--- config.mk ---
export PLATFORM = sky130hd
export DESIGN_NAME = data_mem_arbiter_flat
export DESIGN_NICKNAME = d
export VERILOG_FILES = /design/src/rtl/data_mem_arbiter_if.sv /design/src/rtl/data_mem_arbiter.sv /design/src/flat_wrapper.sv
export SDC_FILE = /design/constraint.sdc
export NUM_CORES = 1
export LEC_CHECK = 0
export ABC_AREA = 1
export BUFFER_PORTS_ARGS = -buffer_cell sky130_fd_sc_hd__buf_2
export CORE_ASPECT_RATIO = 0.75
export CORE_MARGIN = 2
export CORE_UTILIZATION = 34
export DETAILED_ROUTE_END_ITERATION = 8
export PLACE_DENSITY = 0.92
export RECOVER_POWER = 25
export SETUP_SLACK_MARGIN = 0.5
export SYNTH_ARGS = -nofsm -noshare
export SYNTH_HDL_FRONTEND = slang
export SYNTH_SLANG_ARGS = --single-unit
--- constraint.sdc ---
create_clock -name clock -period 1.8 [get_ports clock]
set_input_delay 0.18 -clock clock [delete_from_list [all_inputs] [get_ports clock]]
set_output_delay 0.18 -clock clock [all_outputs]
set_load 0.005 [all_outputs]
--- src/rtl/data_mem_arbiter_if.sv ---
// data_mem_arbiter_if
//   Groups the CPU MEM-stage port, the IO port and the data RAM port of the
//   data memory arbiter.
//   master : the arbiter side. It takes requests, drives the RAM and returns data.
//   slave  : the environment side, made up of the CPU, the IO controller and the RAM.
//   CPU : cpuReq, cpuWe, cpuAddr, cpuWdata -> cpuStall, cpuRdata
//   IO  : ioReq, ioWe, ioAddr, ioWdata     -> ioGnt, ioRdata, ioRvalid
//   RAM : memAddr, memWdata, memWe         <- memRdata (1-cycle latency)
interface data_mem_arbiter_if #(
    parameter int WIDTH        = 24,
    parameter int MEMADDRWIDTH = 10
);
    logic                    cpuReq;
    logic                    cpuWe;
    logic [MEMADDRWIDTH-1:0] cpuAddr;
    logic [WIDTH-1:0]        cpuWdata;
    logic                    cpuStall;
    logic [WIDTH-1:0]        cpuRdata;

    logic                    ioReq;
    logic                    ioWe;
    logic [MEMADDRWIDTH-1:0] ioAddr;
    logic [WIDTH-1:0]        ioWdata;
    logic                    ioGnt;
    logic [WIDTH-1:0]        ioRdata;
    logic                    ioRvalid;

    logic [MEMADDRWIDTH-1:0] memAddr;
    logic [WIDTH-1:0]        memWdata;
    logic                    memWe;
    logic [WIDTH-1:0]        memRdata;

    modport master (
        input  cpuReq, cpuWe, cpuAddr, cpuWdata,
        output cpuStall, cpuRdata,
        input  ioReq, ioWe, ioAddr, ioWdata,
        output ioGnt, ioRdata, ioRvalid,
        output memAddr, memWdata, memWe,
        input  memRdata
    );

    modport slave (
        output cpuReq, cpuWe, cpuAddr, cpuWdata,
        input  cpuStall, cpuRdata,
        output ioReq, ioWe, ioAddr, ioWdata,
        input  ioGnt, ioRdata, ioRvalid,
        input  memAddr, memWdata, memWe,
        output memRdata
    );
endinterface

--- src/rtl/data_mem_arbiter.sv ---
// data_mem_arbiter
//   Shares the single-port data RAM between the CPU MEM stage and the IO port.
//   The CPU wins by default. An IO request that has waited STARVELIMIT
//   consecutive cycles is forced through. The CPU then sees cpuStall for that
//   cycle and retries on the next one.
//   Ports:
//     clock : rising-edge system clock
//     reset : asynchronous active-low reset
//     bus   : data_mem_arbiter_if.master (CPU, IO and RAM signal groups)
//   STARVELIMIT must lie in 1..15 because the wait counter is 4 bits wide.
module data_mem_arbiter #(
    parameter int WIDTH        = 24,
    parameter int MEMADDRWIDTH = 10,
    parameter int STARVELIMIT  = 4
) (
    input  logic                 clock,
    input  logic                 reset,
    data_mem_arbiter_if.master   bus
);
    localparam logic [3:0] LIMIT = 4'(STARVELIMIT);

    typedef enum logic [1:0] {
        OWN_NONE = 2'd0,
        OWN_CPU  = 2'd1,
        OWN_IO   = 2'd2
    } owner_t;

    logic [3:0] starveCnt, starveCntNext;
    owner_t     rdOwner, rdOwnerNext;
    logic       ioWin, cpuWin;

    // Winner selection
    always_comb begin
        ioWin  = bus.ioReq && (!bus.cpuReq || starveCnt == LIMIT);
        cpuWin = bus.cpuReq && !ioWin;
    end

    // State register
    always_ff @(posedge clock or negedge reset) begin
        if (!reset) begin
            starveCnt <= 4'd0;
            rdOwner   <= OWN_NONE;
        end else begin
            starveCnt <= starveCntNext;
            rdOwner   <= rdOwnerNext;
        end
    end

    // Next state
    always_comb begin
        starveCntNext = 4'd0;
        if (bus.ioReq && !ioWin)
            starveCntNext = (starveCnt == LIMIT) ? LIMIT : starveCnt + 4'd1;

        rdOwnerNext = OWN_NONE;
        if (ioWin && !bus.ioWe)
            rdOwnerNext = OWN_IO;
        else if (cpuWin && !bus.cpuWe)
            rdOwnerNext = OWN_CPU;
    end

    // Outputs. The winner-derived outputs are held at zero while reset is low,
    // so nothing reaches the RAM during reset.
    always_comb begin
        bus.ioGnt    = 1'b0;
        bus.cpuStall = 1'b0;
        bus.memWe    = 1'b0;
        bus.memAddr  = '0;
        bus.memWdata = '0;
        if (reset) begin
            bus.ioGnt    = ioWin;
            bus.cpuStall = bus.cpuReq && ioWin;
            if (ioWin) begin
                bus.memWe    = bus.ioWe;
                bus.memAddr  = bus.ioAddr;
                bus.memWdata = bus.ioWdata;
            end else if (cpuWin) begin
                bus.memWe    = bus.cpuWe;
                bus.memAddr  = bus.cpuAddr;
                bus.memWdata = bus.cpuWdata;
            end
        end
    end

    // Read data passes straight through. The CPU pipeline knows when it
    // issued a read. IO gets a valid pulse from the registered read owner,
    // which the asynchronous reset clears.
    assign bus.cpuRdata = bus.memRdata;
    assign bus.ioRdata  = bus.memRdata;
    assign bus.ioRvalid = (rdOwner == OWN_IO);
endmodule

--- src/flat_wrapper.sv ---
// flat-port wrapper written by rule: the top's interface ports become plain ports
module data_mem_arbiter_flat 
#(
    parameter int WIDTH        = 24,
    parameter int MEMADDRWIDTH = 10,
    parameter int STARVELIMIT  = 4
)
  (clock, reset, bus_cpuReq, bus_cpuWe, bus_cpuAddr, bus_cpuWdata, bus_cpuStall, bus_cpuRdata, bus_ioReq, bus_ioWe, bus_ioAddr, bus_ioWdata, bus_ioGnt, bus_ioRdata, bus_ioRvalid, bus_memAddr, bus_memWdata, bus_memWe, bus_memRdata);
  data_mem_arbiter_if #(.WIDTH(WIDTH), .MEMADDRWIDTH(MEMADDRWIDTH)) bus_i ();
  input  logic clock;
  input  logic reset;
  input wire logic [$bits(bus_i.cpuReq)-1:0] bus_cpuReq;
  input wire logic [$bits(bus_i.cpuWe)-1:0] bus_cpuWe;
  input wire logic [$bits(bus_i.cpuAddr)-1:0] bus_cpuAddr;
  input wire logic [$bits(bus_i.cpuWdata)-1:0] bus_cpuWdata;
  output wire logic [$bits(bus_i.cpuStall)-1:0] bus_cpuStall;
  output wire logic [$bits(bus_i.cpuRdata)-1:0] bus_cpuRdata;
  input wire logic [$bits(bus_i.ioReq)-1:0] bus_ioReq;
  input wire logic [$bits(bus_i.ioWe)-1:0] bus_ioWe;
  input wire logic [$bits(bus_i.ioAddr)-1:0] bus_ioAddr;
  input wire logic [$bits(bus_i.ioWdata)-1:0] bus_ioWdata;
  output wire logic [$bits(bus_i.ioGnt)-1:0] bus_ioGnt;
  output wire logic [$bits(bus_i.ioRdata)-1:0] bus_ioRdata;
  output wire logic [$bits(bus_i.ioRvalid)-1:0] bus_ioRvalid;
  output wire logic [$bits(bus_i.memAddr)-1:0] bus_memAddr;
  output wire logic [$bits(bus_i.memWdata)-1:0] bus_memWdata;
  output wire logic [$bits(bus_i.memWe)-1:0] bus_memWe;
  input wire logic [$bits(bus_i.memRdata)-1:0] bus_memRdata;
  assign bus_i.cpuReq = bus_cpuReq;
  assign bus_i.cpuWe = bus_cpuWe;
  assign bus_i.cpuAddr = bus_cpuAddr;
  assign bus_i.cpuWdata = bus_cpuWdata;
  assign bus_cpuStall = bus_i.cpuStall;
  assign bus_cpuRdata = bus_i.cpuRdata;
  assign bus_i.ioReq = bus_ioReq;
  assign bus_i.ioWe = bus_ioWe;
  assign bus_i.ioAddr = bus_ioAddr;
  assign bus_i.ioWdata = bus_ioWdata;
  assign bus_ioGnt = bus_i.ioGnt;
  assign bus_ioRdata = bus_i.ioRdata;
  assign bus_ioRvalid = bus_i.ioRvalid;
  assign bus_memAddr = bus_i.memAddr;
  assign bus_memWdata = bus_i.memWdata;
  assign bus_memWe = bus_i.memWe;
  assign bus_i.memRdata = bus_memRdata;
  data_mem_arbiter #(.WIDTH(WIDTH), .MEMADDRWIDTH(MEMADDRWIDTH), .STARVELIMIT(STARVELIMIT)) u_core (.clock(clock), .reset(reset), .bus(bus_i));
endmodule
==> results of run 1 <==
## per-layer routing
metal  GRT usage  share of wire  up-vias
met1      0.1748           0.42      768
met3     0.04942           0.10       10
met2      0.2947           0.46       89
li1            -              -      934
met4     0.03125          0.011        0
met5           0              0        -
## cell type report
| type | instances | area (sq um) |
|---|---|---|
| clock buffers | 3 | 41.29 |
| fillers | 437 | 2406 |
| inverters | 45 | 168.9 |
| multi-input cells | 161 | 802.0 |
| flip-flops and latches | 6 | 150.1 |
| well taps | 57 | 71.32 |
| repair buffers | 127 | 774.5 |
## Yosys cell counts
cell / instances
a21oi_1: 1
a21oi_4: 1
buf_2: 9
buf_4: 50
buf_6: 4
clkbuf_1: 3
dfrtp_1: 6
ha_1: 2
inv_1: 45
nand2_1: 106
nand2_2: 1
nand3_1: 3
nand3_2: 1
nand4_1: 34
nor2_1: 8
nor2_2: 1
nor3_1: 1
xnor2_1: 1
xor2_1: 1
## worst max-delay path, cell delays in order, from the launching register on
cell	delay, ns
dfrtp_1	0.37
inv_2	0.06
ha_4	0.17
nand2_2	0.06
nor2_2	0.05
a21oi_4	0.20
buf_8	0.18
nand2_1	0.07
nand2_1	0.06
buf_2	0.10
## kinds of logic after synthesis
logic type	Yosys count	share of synthesized area
buffers and inverters	111	0.4185
flip-flops	6	0.09732
XOR/XNOR	2	0.01136
adder cells (fa/ha/maj)	2	0.01622
AO/OA/AOI/OAI	2	0.01379
AND/OR/NAND/NOR	155	0.4428
## worst paths after layout
check                                 endpoint  slack, ns
max reg2reg                  u_core.rdOwner[0]       0.41
min reg2reg                u_core.starveCnt[3]       0.61
min                          u_core.rdOwner[0]       0.13
max                            bus_memWdata[9]       0.09
max in group asynchronous    u_core.rdOwner[1]       0.89
min in group asynchronous  u_core.starveCnt[2]       0.69
## power groups by stage
stage               logic [mW]  clock network, mW  registers, mW
global placement         0.299                  0          0.144
finish                   0.354              0.199          0.142
floorplan                0.246                  0          0.143
global route             0.400              0.217          0.143
CTS                      0.336              0.204          0.142
detailed placement       0.305                  0          0.144
## through the flow
stage	power [mW]	worst slack (ns)	instances	util
6_report	0.6955	0.08771	399	0.4549
5_1_grt	0.7594	-0.02829	399	0.4549
4_1_cts	0.6814	0.02832	395	0.4340
3_5_place_dp	0.4488	0.2039	386	0.3999
3_3_place_gp	0.4423	0.2509	386	0.3999
2_1_floorplan	0.3896	0.4328	278	-
## placed cells by master, fill, tap and decap left out, drive strengths merged
master | netlist | layout
nand2 | 107 | 107
a21oi | 2 | 2
inv | 45 | 45
nand3 | 4 | 4
nand4 | 34 | 34
xnor2 | 1 | 1
dfrtp | 6 | 6
dlygate4sd3 | 0 | 1
xor2 | 1 | 1
nor2 | 9 | 9
clkbuf | 3 | 4
nor3 | 1 | 1
ha | 2 | 2
buf | 63 | 125
## repair_timing
item                                   CTS  global route
cloned                                   2             1
endpoints found under the hold margin    6             0
setup endpoints to repair               38            39
resized for setup                        9            10
pin swaps                                4            10
hold buffers                             1             0
buffers inserted                         3             3
## state kept, by name (all words and copies together), names as in the netlist
name,count
u_core.starveCnt,4
u_core.rdOwner,2
==> metrics.txt, run 1 <==
final net count=444; Setup Skew=0.002710 ns; Worst Hold Class=in2reg; cell accounting for the most synthesized area=nand2_1; Post-Syn Instances=278; number of routed nets with antenna violations=0; Die Y=62.34 um; R2R depth=9; Clock power frac=0.286; min-delay src=bus_cpuWe; Post-Syn Area=1543 sq um; clk sink count=6; count of final setup violators=0; Critical Path RT=1.62 ns; flops & latches, synth=6; critical path class=reg2out; crit start category=register; synthesized net count=378; Yosys cell types=19; Slew Limit Fails=0; GPL Wtd Cong=0.7047; Sequential Power Share=0.204; routed via count=1801; Core ar.=4414 sq um; CP endpoint kind=output pin; leakage dissipation=1.432 nW; vias in the first global route=1556; top cell type's share of synthesized area=0.2579; Initial Util=0.3495; Die ar.=5098 sq um; Power Density=346.3 nW/um^2; Max Fanout on Critical Path=17; Clock Latency Late Sink=0.22 ns; drt drc=0; I/O Buffers=111; switching share of total power=0.3364; crit path launch=u_core.starveCnt[1]; first-pass GRT wire length=6.617 mm; Max VDD drop=599.0 uV; num ports=184; Final Cell Area=2008 sq um; CTS root buffer=clkbuf_8; Ys Warns=0; RSZ-0062 raised after global routing=true; sequential fraction of the synthesis area=0.09732; period utilization=0.9513; maximum clock path buffer count=2; Pint=461.5 uW; Reg clk slew, reported paths=0.03 ns; antenna cells=0; Synth-to-Final Area Change=30.17%; CTS buffer count=3; Final Hold Viols=0; Pre-antenna DRT Iters=4; layout cell share with drive strength beyond 1=0.4123; start of the worst register-to-register path=u_core.starveCnt[1]; relative slew slack=0.7082; total negative setup slack=0 ns; initial antenna violation count=0; largest net degree at the start of global routing=72; Avg WL per Cell=10.92 um; CTS tree=done; total track usage=0.1591; htree depth=1; worst hold slack=0.1296 ns; Post-DP HPWL=3.023 mm; Arrival @ worst endpoint=1.53 ns; grt total ovfl=0; Gate power share=0.509; drt total wl=4.358 mm; outcome=completed; fin crit period=1.712 ns; max cap viols=0; hold depth=2; DR vias/cell=4.514; 1st-iter DRT viols=98; fmax=0.5840 GHz; Psw=234.0 uW; top area cells in the synthesized netlist=nand2_1 (26%), buf_4 (24%), nand4_1 (14%); placed cell area=1765 sq um; Die X-Extent=81.78 um; Worst-Margin Slew=0.4377 ns; Avg Cell Area, Syn=5.549 sq um; row cnt=21
Power figures use the tool's default switching activity.
==> run 2, diff against run 1 <==
--- a/config.mk
+++ b/config.mk
@@ -5,13 +5,12 @@
 export SDC_FILE = /design/constraint.sdc
 export NUM_CORES = 1
 export LEC_CHECK = 0
-export ABC_AREA = 1
 export BUFFER_PORTS_ARGS = -buffer_cell sky130_fd_sc_hd__buf_2
-export CORE_ASPECT_RATIO = 0.75
-export CORE_MARGIN = 2
-export CORE_UTILIZATION = 34
+export CORE_AREA = 2 2 72 74
 export DETAILED_ROUTE_END_ITERATION = 8
-export PLACE_DENSITY = 0.92
+export DIE_AREA = 0 0 74 76
+export HOLD_SLACK_MARGIN = 0.12
+export PLACE_DENSITY = 0.77
 export RECOVER_POWER = 25
 export SETUP_SLACK_MARGIN = 0.5
 export SYNTH_ARGS = -nofsm -noshare
==> constraint.sdc (replaced) <==
create_clock -name clock -period 1.8 [get_ports clock]
set_input_delay 0.18 -clock clock [delete_from_list [all_inputs] [get_ports clock]]
set_output_delay 0.18 -clock clock [all_outputs]
set_load 0.05 [all_outputs]
==> metrics.txt, run 2 <==
R2R depth=6; CP max-delay cell=dfrtp_1; DR vias/cell=4.340; grt total ovfl=0; Post-Syn Instances=118; final net count=294; clk sink count=6; hold depth=2; leakage dissipation=1.101 nW; Slew Limit Fails=0; Arrival @ worst endpoint=1.76 ns; hold endpoint=u_core.rdOwner[0]; Die Y=76 um; drt drc=0; sequential fraction of the synthesis area=0.1410; maximum clock path buffer count=2; layout cell share with drive strength beyond 1=0.8906; Multi-input gate area=775.7 sq um; Synth-to-Final Area Change=97.65%; Yosys cell types=19; commonest non-fill, non-tap cell in the layout=buf_2; largest net degree at the start of global routing=22; Die X-Extent=74 um; CTS root buffer=clkbuf_8; antenna cells=0; number of flip-flops in the largest register=4; num ports=184; I/O Buffers=111; relative slew slack=0.8113; flops & latches, synth=6; CTS tree=done; top area cells in the synthesized netlist=buf_4 (34%), a22o_1 (29%), dfrtp_1 (14%); Crit Reg-Reg Endpoint=u_core.starveCnt[1]; initial antenna violation count=0; vias in the first global route=1243; min-delay src=bus_cpuWe; Placed Cells=250; crit start category=register; Die ar.=5624 sq um; top cell type's share of synthesized area=0.3384; GPL Wtd Cong=0.6944; fmax=0.5159 GHz; GR Util met3=0.01058; largest registers=u_core.starveCnt x4, u_core.rdOwner x2; Avg Cell Area, Syn=9.023 sq um; max cap viols=0; Post-Syn Area=1065 sq um; critical path class=reg2out; routed via count=1137; failing checks=setup timing; crit-path cells=inv_2 -> ha_4 -> and4b_4 -> nor2_4 -> clkbuf_16 -> a22o_4 -> buf_6; top_reg_cell synth=dfrtp_1; cell accounting for the most synthesized area=buf_4; Ys Warns=0; row cnt=26; most frequent cells in the layout=buf_2 (74), buf_6 (35), a22o_4 (31); synthesized net count=218; Max VDD drop=204.7 uV; 1st-iter DRT viols=15; Clock Latency Late Sink=0.22 ns; Biggest register=u_core.starveCnt; first-pass GRT wire length=5.940 mm; outcome=finished with violations; period utilization=1.077; CTS buffer count=3; number of routed nets with antenna violations=0; Global Route met1 Usage=0.1347; CP bufs+invs=3; Worst-Margin Slew=0.2821 ns; Setup Skew=0.0009809 ns; layer with the highest usage=met2; Critical Path RT=1.62 ns; placed cell area=1642 sq um; Fill cells=472; CP endpoint kind=output pin; Worst Hold Class=in2reg; register area=150.1 sq um; start of the worst register-to-register path=u_core.starveCnt[1]; final setup margin=-0.1383 ns; Core ar.=4912 sq um; Synth top cells by count=buf_4 (48), a22o_1 (35), buf_6 (6), dfrtp_1 (6), nor2_1 (3); top-count cell post-synth=buf_4; htree depth=1; Post-synth EDFFs=0; Pre-antenna DRT Iters=4; total track usage=0.1363; Final Cell Area=2105 sq um; Final Hold Viols=0; RSZ-0062 raised after global routing=true; met2 Resource Use GR=0.2661; CP peak stage delay=0.40 ns; Power Density=448.2 nW/um^2; Avg WL per Cell=15.22 um; worst reg2reg setup slack=0.47 ns; delay-heaviest family, CP=buffers and inverters; Initial Util=0.2168; drt total wl=3.988 mm; total power=943.3 uW; Post-DP HPWL=2.883 mm; Max Fanout on Critical Path=10; fin crit period=1.938 ns; Reg clk slew, reported paths=0.04 ns; Finished Layout Cells=262; Post-synth ARST share=1.000; count of final setup violators=36
==> run 2: per-stage QoR <==
stage	hold slack, ns	worst slack (ns)	util	TNS (ns)
6_report	0.1378	-0.1383	0.4284	-4.278
5_1_grt	0.1438	-0.1995	0.4284	-6.483
4_1_cts	0.1346	-0.1421	0.4185	-4.380
3_5_place_dp	0.02570	0.02671	0.3342	0
3_3_place_gp	0.02219	0.07453	0.3342	0
2_1_floorplan	-0.1156	0.1851	-	0
==> run 2: logic make-up after synthesis <==
kind of cell | synth area share
compound gates | 0.3032
xor+xnor | 0.01645
flops | 0.1410
buf+inv | 0.4089
simple gates | 0.1069
fa+ha+maj | 0.02350
==> run 2: report_power, final <==
part	internal (mW)	switching, mW	leakage [nW]	total [mW]
registers	0.140	0.00240	0.0811	0.142
clock network	0.144	0.0585	0.0216	0.202
logic	0.281	0.318	0.998	0.599
total	0.564	0.379	1.10	0.943
==> run 2: how the worst max path moves through the flow <==
stage,from,end,cells after the start
floorplan,u_core.starveCnt[0],bus_cpuStall,6
global placement,u_core.starveCnt[0],bus_memWdata[4],7
detailed placement,u_core.starveCnt[0],bus_memWdata[4],7
CTS,u_core.starveCnt[1],bus_memAddr[0],7
global route,u_core.starveCnt[1],bus_memWdata[3],7
finish,u_core.starveCnt[1],bus_memWdata[9],7
==> run 2: layer usage <==
layer  part of all wire  wire (um)
met1               0.33       1307
met2               0.56       2247
met4              0.038        152
met5                  0          0
met3              0.070        280
==> run 2: layout make-up <==
class / count / area share
flip-flops and latches: 6 / 0.07134
clock buffers: 3 / 0.01962
inverters: 2 / 0.003567
well taps: 70 / 0.04162
repair buffers: 125 / 0.4952
multi-input cells: 56 / 0.3686
==> run 2: worst register-to-register path, cell delays in order, from the launching register on <==
cell	delay [ns]
dfrtp_1	0.40
inv_2	0.08
ha_4	0.15
nand3b_4	0.10
buf_6	0.13
and2_1	0.17
and3_1	0.19
==> run 2: repair_timing <==
| action | 4_1_cts | 5_1_grt |
|---|---|---|
| setup buffers | 5 | 0 |
| endpoints found under the setup margin | 37 | 39 |
| endpoints found under the hold margin | 6 | 0 |
| gates resized for setup | 79 | 5 |
| gates cloned | 2 | 1 |
| pin swaps | 0 | 1 |
| hold buffers | 1 | 0 |
==> run 3, diff against run 2 <==
--- a/config.mk
+++ b/config.mk
@@ -6,11 +6,11 @@
 export NUM_CORES = 1
 export LEC_CHECK = 0
 export BUFFER_PORTS_ARGS = -buffer_cell sky130_fd_sc_hd__buf_2
-export CORE_AREA = 2 2 72 74
+export CORE_AREA = 2 2 71 73
 export DETAILED_ROUTE_END_ITERATION = 8
-export DIE_AREA = 0 0 74 76
+export DIE_AREA = 0 0 73 75
 export HOLD_SLACK_MARGIN = 0.12
-export PLACE_DENSITY = 0.77
+export PLACE_DENSITY = 0.78
 export RECOVER_POWER = 25
 export SETUP_SLACK_MARGIN = 0.5
 export SYNTH_ARGS = -nofsm -noshare
==> constraint.sdc (replaced) <==
create_clock -name clock -period 2.4 [get_ports clock]
set_input_delay 0.24 -clock clock [delete_from_list [all_inputs] [get_ports clock]]
set_output_delay 0.24 -clock clock [all_outputs]
set_load 0.05 [all_outputs]
==> metrics.txt, run 3 (same netlist as run 2, synthesis figures left out) <==
Worst Hold Class=in2reg; Reg clk slew, reported paths=0.04 ns; Max Fanout on Critical Path=14; routed via count=1091; leakage dissipation=0.9164 nW; largest registers=u_core.starveCnt x4, u_core.rdOwner x2; Gate power share=0.598; outcome=completed; Final Hold Viols=0; Pre-antenna DRT Iters=4; Slew Limit Fails=0; Die X-Extent=73 um; I/O Buffers=111; Avg WL per Cell=15.75 um; fmax=0.5121 GHz; antenna cells=0; total negative setup slack=0 ns; DR vias/cell=4.527; Psw=264.9 uW; row cnt=25; vias in the first global route=1080; GPL Wtd Cong=0.7091; Clock power frac=0.238; Arrival @ worst endpoint=1.71 ns; Pint=380.6 uW; most frequent cells in the layout=buf_2 (75), buf_6 (29), a22o_1 (27); crit start category=register; period utilization=0.8137; final net count=289; Clock Latency Late Sink=0.23 ns; fin crit period=1.953 ns; grt total ovfl=0; fin util=0.3710; initial antenna violation count=0; num ports=184; drt drc=0; Post-DP HPWL=2.832 mm; switching share of total power=0.4104; number of flip-flops in the largest register=4; layout cell share with drive strength beyond 1=0.7380; total track usage=0.1229; number of routed nets with antenna violations=0; Critical Path RT=2.16 ns; count of final setup violators=0; CTS root buffer=clkbuf_8; Worst-Margin Slew=0.2720 ns; first-pass GRT wire length=5.092 mm; Biggest register=u_core.starveCnt; Finished Layout Cells=241; Die ar.=5475 sq um; Core ar.=4661 sq um; 1st-iter DRT viols=22; Max VDD drop=289.1 uV; Sequential Power Share=0.165; clk sink count=6; Synth-to-Final Area Change=62.40%; max cap viols=0; total power=645.4 uW; worst reg2reg setup slack=1.22 ns; Initial Util=0.2285; Setup Skew=0.002841 ns; Die Y=75 um; drt total wl=3.796 mm; htree depth=1; CP endpoint kind=output pin; relative slew slack=0.8181; Power Density=373.3 nW/um^2; Fill cells=464; Placed Cells=233; CTS tree=done; CTS buffer count=3; critical path class=reg2out; commonest non-fill, non-tap cell in the layout=buf_2; maximum clock path buffer count=2; RSZ-0062 raised after global routing=true; largest net degree at the start of global routing=22
run 3: path summary, 6_finish.rpt:
check                               startpoint                   to  depth (start not counted)
max in group asynchronous                reset  u_core.starveCnt[3]                          2
setup / recovery           u_core.starveCnt[0]     bus_memWdata[19]                          7
hold / removal                        bus_ioWe    u_core.rdOwner[1]                          2
hold reg to reg            u_core.starveCnt[0]  u_core.starveCnt[0]                          2
min in group asynchronous                reset  u_core.starveCnt[1]                          2
setup reg to reg           u_core.starveCnt[0]  u_core.starveCnt[1]                          5
run 3: routing by layer:
metal  up-vias  track usage  part of all wire
met4         0      0.04733             0.017
li1        518            -                 -
met5         -            0                 0
met1       491       0.1258              0.33
met3         6      0.04016             0.099
met2        76       0.2312              0.55
run 3: critical path, cell delays in order, from the launching register on:
cell,delay (ns)
dfrtp_1,0.38
inv_2,0.07
ha_4,0.15
and4b_4,0.26
nor2_4,0.06
buf_8,0.15
a22o_2,0.27
buf_6,0.15
run 3: stage by stage:
| step | setup WS [ns] | hold WS, ns | area, sq um |
|---|---|---|---|
| 3_3_place_gp | 0.4916 | 0.08021 | 1301 |
| 4_1_cts | 0.4433 | 0.1761 | 1697 |
| 3_5_place_dp | 0.4369 | 0.08426 | 1301 |
| 6_report | 0.4471 | 0.1815 | 1729 |
| 5_1_grt | 0.3883 | 0.1925 | 1729 |
| 2_1_floorplan | 0.5185 | -0.05559 | 1076 |
run 3: repair_timing:
item / in CTS / in global routing
resized for setup: 93 / 5
hold endpoints to repair: 6 / 0
buffers inserted: 3 / 1
hold buffers: 1 / 0
gates cloned: 0 / 0
setup endpoints to repair: 37 / 37
pin swaps: 5 / 6
run 3: area by class of cell:
| type | count | area [sq um] | area share |
|---|---|---|---|
| clock buffer | 3 | 41.29 | 0.02388 |
| multi-input combinational | 56 | 548.0 | 0.3169 |
| inverter | 2 | 7.507 | 0.004342 |
| tap | 54 | 67.56 | 0.03907 |
| timing repair buffer | 120 | 914.6 | 0.5289 |
| sequential | 6 | 150.1 | 0.08683 |
run 3: power by group through the flow:
stage | logic, mW | clock network [mW] | registers [mW]
2_1_floorplan | 0.418 | 0 | 0.108
3_3_place_gp | 0.301 | 0 | 0.108
3_5_place_dp | 0.302 | 0 | 0.108
4_1_cts | 0.380 | 0.161 | 0.106
5_1_grt | 0.405 | 0.164 | 0.106
6_report | 0.386 | 0.153 | 0.106
